$ cat src/rtl/aes_pkg.sv
// Shared AES types, FSM encoding and GF(2^8) helpers for the InvMixColumns stage.
package aes_pkg;

  typedef logic [0:127] aes_state_t;
  typedef logic [0:31]  aes_col_t;

  localparam int AES_NCOLS = 4;

  typedef enum logic [1:0] {
    ST_IDLE = 2'd0,
    ST_ITER = 2'd1,
    ST_DONE = 2'd2
  } imc_state_e;

  // Multiply by x modulo x^8+x^4+x^3+x+1.
  function automatic logic [7:0] xtime(input logic [7:0] b);
    return {b[6:0], 1'b0} ^ (b[7] ? 8'h1b : 8'h00);
  endfunction

  function automatic logic [7:0] gf_mul9(input logic [7:0] b);
    logic [7:0] x2, x4, x8;
    x2 = xtime(b);
    x4 = xtime(x2);
    x8 = xtime(x4);
    return x8 ^ b;
  endfunction

  function automatic logic [7:0] gf_mul11(input logic [7:0] b);
    logic [7:0] x2, x4, x8;
    x2 = xtime(b);
    x4 = xtime(x2);
    x8 = xtime(x4);
    return x8 ^ x2 ^ b;
  endfunction

  function automatic logic [7:0] gf_mul13(input logic [7:0] b);
    logic [7:0] x2, x4, x8;
    x2 = xtime(b);
    x4 = xtime(x2);
    x8 = xtime(x4);
    return x8 ^ x4 ^ b;
  endfunction

  function automatic logic [7:0] gf_mul14(input logic [7:0] b);
    logic [7:0] x2, x4, x8;
    x2 = xtime(b);
    x4 = xtime(x2);
    x8 = xtime(x4);
    return x8 ^ x4 ^ x2;
  endfunction

endpackage

$ cat src/rtl/inv_mix_single_column.sv
// Combinational InvMixColumns of one 32-bit column; byte s0 sits in bits [0:7].
module inv_mix_single_column
  import aes_pkg::*;
(
  input  aes_col_t col_i,
  output aes_col_t col_o
);

  logic [7:0] s0, s1, s2, s3;

  assign s0 = col_i[0:7];
  assign s1 = col_i[8:15];
  assign s2 = col_i[16:23];
  assign s3 = col_i[24:31];

  assign col_o = {gf_mul14(s0) ^ gf_mul11(s1) ^ gf_mul13(s2) ^ gf_mul9(s3),
                  gf_mul9(s0)  ^ gf_mul14(s1) ^ gf_mul11(s2) ^ gf_mul13(s3),
                  gf_mul13(s0) ^ gf_mul9(s1)  ^ gf_mul14(s2) ^ gf_mul11(s3),
                  gf_mul11(s0) ^ gf_mul13(s1) ^ gf_mul9(s2)  ^ gf_mul14(s3)};

endmodule

$ cat src/rtl/inv_mix_columns_iter.sv
// Iterative AES InvMixColumns: one state in flight, COLS_PER_CYCLE columns
// (1, 2 or 4) transformed per clock, valid/ready on both sides.
// Optional macro INV_MIX_BYPASS_EN adds a 'bypass' input that routes an
// accepted state straight to DONE unchanged (final decryption round).
module inv_mix_columns_iter
  import aes_pkg::*;
#(
  parameter int COLS_PER_CYCLE = 1
) (
  input  logic       clk,
  input  logic       Reset,
  input  logic       in_valid,
  output logic       in_ready,
  input  aes_state_t in_data,
  output logic       out_valid,
  input  logic       out_ready,
  output aes_state_t out_data,
  output logic       busy
`ifdef INV_MIX_BYPASS_EN
  ,
  input  logic       bypass
`endif
);

  // Counter step wraps naturally in 2 bits (4 -> 0); LAST is the start
  // column of the final group, i.e. the group that contains column 3.
  localparam logic [1:0] CNT_STEP = 2'(COLS_PER_CYCLE);
  localparam logic [1:0] CNT_LAST = 2'(AES_NCOLS - COLS_PER_CYCLE);

  imc_state_e state_q, state_d;
  logic [1:0] col_cnt_q, col_cnt_d;
  aes_state_t work_q, work_d;
  aes_state_t out_data_q, out_data_d;
  aes_state_t work_mix;
  logic       accept_byp;

  logic [1:0] col_idx [COLS_PER_CYCLE];
  aes_col_t   col_in  [COLS_PER_CYCLE];
  aes_col_t   col_out [COLS_PER_CYCLE];

`ifdef INV_MIX_BYPASS_EN
  assign accept_byp = bypass;
`else
  assign accept_byp = 1'b0;
`endif

  for (genvar g = 0; g < COLS_PER_CYCLE; g++) begin : g_col
    assign col_idx[g] = col_cnt_q + 2'(g);
    assign col_in[g]  = work_q[{col_idx[g], 5'b00000} +: 32];
    inv_mix_single_column u_col (
      .col_i (col_in[g]),
      .col_o (col_out[g])
    );
  end

  // Working state with the selected columns replaced by their transform.
  always_comb begin
    work_mix = work_q;
    for (int j = 0; j < COLS_PER_CYCLE; j++) begin
      work_mix[{col_idx[j], 5'b00000} +: 32] = col_out[j];
    end
  end

  // Next-state and handshake outputs of the IDLE/ITER/DONE controller.
  always_comb begin
    state_d    = state_q;
    col_cnt_d  = col_cnt_q;
    work_d     = work_q;
    out_data_d = out_data_q;
    in_ready   = 1'b0;
    out_valid  = 1'b0;
    busy       = 1'b0;
    unique case (state_q)
      ST_IDLE: begin
        in_ready = 1'b1;
        if (in_valid) begin
          work_d    = in_data;
          col_cnt_d = 2'd0;
          if (accept_byp) begin
            out_data_d = in_data;
            state_d    = ST_DONE;
          end else begin
            state_d = ST_ITER;
          end
        end
      end
      ST_ITER: begin
        busy      = 1'b1;
        work_d    = work_mix;
        col_cnt_d = col_cnt_q + CNT_STEP;
        if (col_cnt_q == CNT_LAST) begin
          out_data_d = work_mix;
          state_d    = ST_DONE;
        end
      end
      ST_DONE: begin
        out_valid = 1'b1;
        if (out_ready) state_d = ST_IDLE;
      end
      default: state_d = ST_IDLE;
    endcase
  end

  // Control and the visible output register; reset discards any state in flight.
  always_ff @(posedge clk) begin
    if (Reset) begin
      state_q    <= ST_IDLE;
      col_cnt_q  <= 2'd0;
      out_data_q <= '0;
    end else begin
      state_q    <= state_d;
      col_cnt_q  <= col_cnt_d;
      out_data_q <= out_data_d;
    end
  end

  // Working register is pure data; its content is ignored outside ITER.
  always_ff @(posedge clk) begin
    work_q <= work_d;
  end

  assign out_data = out_data_q;

endmodule
$ cat config.mk
export PLATFORM = sky130hd
export DESIGN_NAME = inv_mix_columns_iter
export DESIGN_NICKNAME = d
export VERILOG_FILES = /design/src/rtl/aes_pkg.sv /design/src/rtl/inv_mix_single_column.sv /design/src/rtl/inv_mix_columns_iter.sv
export SDC_FILE = /design/constraint.sdc
export NUM_CORES = 1
export LEC_CHECK = 0
export ABC_AREA = 1
export BUFFER_PORTS_ARGS = -buffer_cell sky130_fd_sc_hd__buf_2
export CAP_MARGIN = 20
export CORE_ASPECT_RATIO = 1.75
export CORE_MARGIN = 1
export CORE_UTILIZATION = 40
export DETAILED_ROUTE_END_ITERATION = 12
export PLACE_DENSITY = 0.58
export SLEW_MARGIN = 20
export SYNTH_ARGS = -nofsm -noshare
export SYNTH_HDL_FRONTEND = slang
export SYNTH_SLANG_ARGS = --single-unit
$ cat constraint.sdc
create_clock -name clk -period 5.3 [get_ports clk]
set_input_delay 0.795 -clock clk [delete_from_list [all_inputs] [get_ports clk]]
set_output_delay 0.795 -clock clk [all_outputs]
set_load 0.01 [all_outputs]
==> metrics.cfg <==
[outcome]
outcome = completed

[timing]
finalSetupViolCount = 0
fmax_ghz = 0.204
period_minus_slack_ns = 4.91
maxSlewHeadroom = 0.216
report.final.slew_viol_count = 0
worstMarginPinSlew_ns = 1.17
fin_crit_sh = 0.926
rsz0062_at_grt = false
tns_ns = 0
hold_viol_final = 0
finClkSkew_ns = 0.0203

[detailed_routing]
first_pass_iters = 8
finalWirelength_um = 94300
routed-wl-met3_um = 6880
ant_nets = 0
via_per_inst = 5.72
drt-initial-drc-count = 2349
wl_met1_um = 31300
via_count = 19137
route.detailed.drc = 0
top_layer = met4
wl_met2_um = 45300
wl_per_cell_um = 28.2

[worst_setup_path]
crit_type = flop to flop
endpoint_kind = flop
required_ns = 5.56
start_kind = flop
path_max_fanout = 60
critPathArrivalTime_ns = 5.17

[floorplanning]
rows = 101
coreArea_um2 = 43200
ios = 263
start_util = 0.404
dieArea_um2 = 44600
die_y_um = 279
fp.dieW_um = 160

[cts]
cts_root_buffer = clkbuf_16
cts_buffers = 26
path_clk_slew_ns = 0.07
htree_levels = 1
post_cts_resize_count = 0
cts_hold_buf = 0
numClockSinks = 260
tritoncts = built
postCtsSetupRepairBufs = 0
clk_latency_ns = 0.56
cts_buffer_depth = 3

[yosys]
synth_area_leaders = edfxtp_1 (22%), nand2_1 (22%), dfxtp_1 (15%)
syn-num-nets = 2694
postSynthCellCount = 2558
synth_area_per_cell_um2 = 6.83
ys.flop_type = dfxtp_1
ys_seq_area_frac = 0.371
synth_top_cell_by_area = edfxtp_1
synthDominantCellAreaShare = 0.220
synth_area_um2 = 17500
ys_types = 34
async_flop_share = 0
synth-edff-count = 128
ys_ff_latch = 260
synth_warnings = 0

[placed_design]
dp_hpwl_um = 72300
place_congestion = 1.05
numPortBuffers = 262
dp.cells = 3297

[pwr]
p_leak_nw = 10.3
irDropWorstVdd_uv = 469
pwr_density_cell_nw_per_um2 = 610

[global_routing]
grt.overflow.total = 0
grt_use_total = 0.413
grt_pass1_vias = 17966
grt_max_degree = 179
antenna_found_initial = 0
grt_pass1_wl_um = 130000

[job]
drv_cap = 0

[hold_path]
hp-class = primary input to flop

[finish]
layout-drive-gt1-share = 0.167
final_cells = 3346
layout_common_cells = nand2_1 (1019), nand3_1 (320), buf_2 (262)
layout_commonest_cell = nand2_1
areaGrowthSynthToFinish_pct = 15.4
nets = 2895

## worst max-delay path, cell delays in order, from the launching register on
cell     delay (ns)
dfxtp_4        0.63
buf_4          0.65
nand2_1        0.39
nand3_1        0.21
nand2_2        0.25
nand2_1        0.20
nand2_1        0.15
xnor2_1        0.70
xnor2_1        0.21
inv_1          0.09
nand3_1        0.49
nand4_1        0.44
a31oi_1        0.13
## layout make-up
type / instances / area [um2]
diodes: 1 / 2.50
clock buffers: 33 / 738
clock inverters: 15 / 129
fillers: 4557 / 23100
inverters: 185 / 703
multi-input cells: 1978 / 9680
flip-flops and latches: 260 / 6490
well taps: 566 / 708
repair buffers: 308 / 1710
## metrics by stage
step / worst slack, ns / util / total power, W / instance area (um2) / hold slack (ns)
after floorplan: 1.12 / - / 0.00634 / 17500 / 0.556
after global placement: 0.749 / 0.446 / 0.0100 / 19300 / 0.524
after detailed placement: 0.778 / 0.447 / 0.00998 / 19300 / 0.529
after CTS: 0.743 / 0.467 / 0.0119 / 20200 / 0.436
after global routing: 0.435 / 0.467 / 0.0126 / 20200 / 0.455
final: 0.392 / 0.467 / 0.0123 / 20200 / 0.447
## synth_stat cells, types with 5 or more instances
library cell,n
nand2_2,62
buf_6,8
nand3b_1,8
dfxtp_1,132
xnor2_2,5
buf_4,12
nand3_2,7
clkbuf_1,82
nand2_1,1020
a21oi_1,99
xnor2_1,42
nand4_1,54
edfxtp_1,128
nand2_4,9
a31oi_1,46
inv_2,14
inv_1,169
nand3_1,320
nor2_1,95
buf_1,18
o21ai_0,34
buf_2,13
o21a_1,97
xor2_1,65
## routing by layer
metal,global-route usage,vias to the layer above
met4,0.399,0
met5,0,-
met2,0.699,1054
met1,0.438,9081
met3,0.0574,267
li1,-,8735
## power by group
part / total, W / switching, W / internal (W)
sequential: 0.00249 / 0.000152 / 0.00234
combinational: 0.00787 / 0.00603 / 0.00184
clock: 0.00194 / 0.000851 / 0.00108
## state kept, by name (all words and copies together), names as in the netlist
signal,flops
out_data,128
work_q,128
state_q,2
col_cnt_q,2
## final timing paths
kind	start	end	slack, ns	cells after the start
setup / recovery	col_cnt_q[0]	work_q[102]	0.39	12
hold / removal	Reset	state_q[0]	0.45	2
setup reg to reg	col_cnt_q[0]	work_q[102]	0.39	12
hold reg to reg	out_data[9]	out_data[9]	0.54	2
## logic make-up (layout without fill, tap and decap cells)
kind of cell             count (synthesis)  in the layout  synth area share
AND/OR/NAND/NOR                       1578           1578             0.387
buffers and inverters                  320            541            0.0774
AO/OA/AOI/OAI                          278            278            0.0968
flip-flops                             260            260             0.371
XOR/XNOR                               118            118            0.0651
adder cells (fa/ha/maj)                  4              4           0.00286
other                                    0              1                 0
Power figures use the tool's default switching activity.
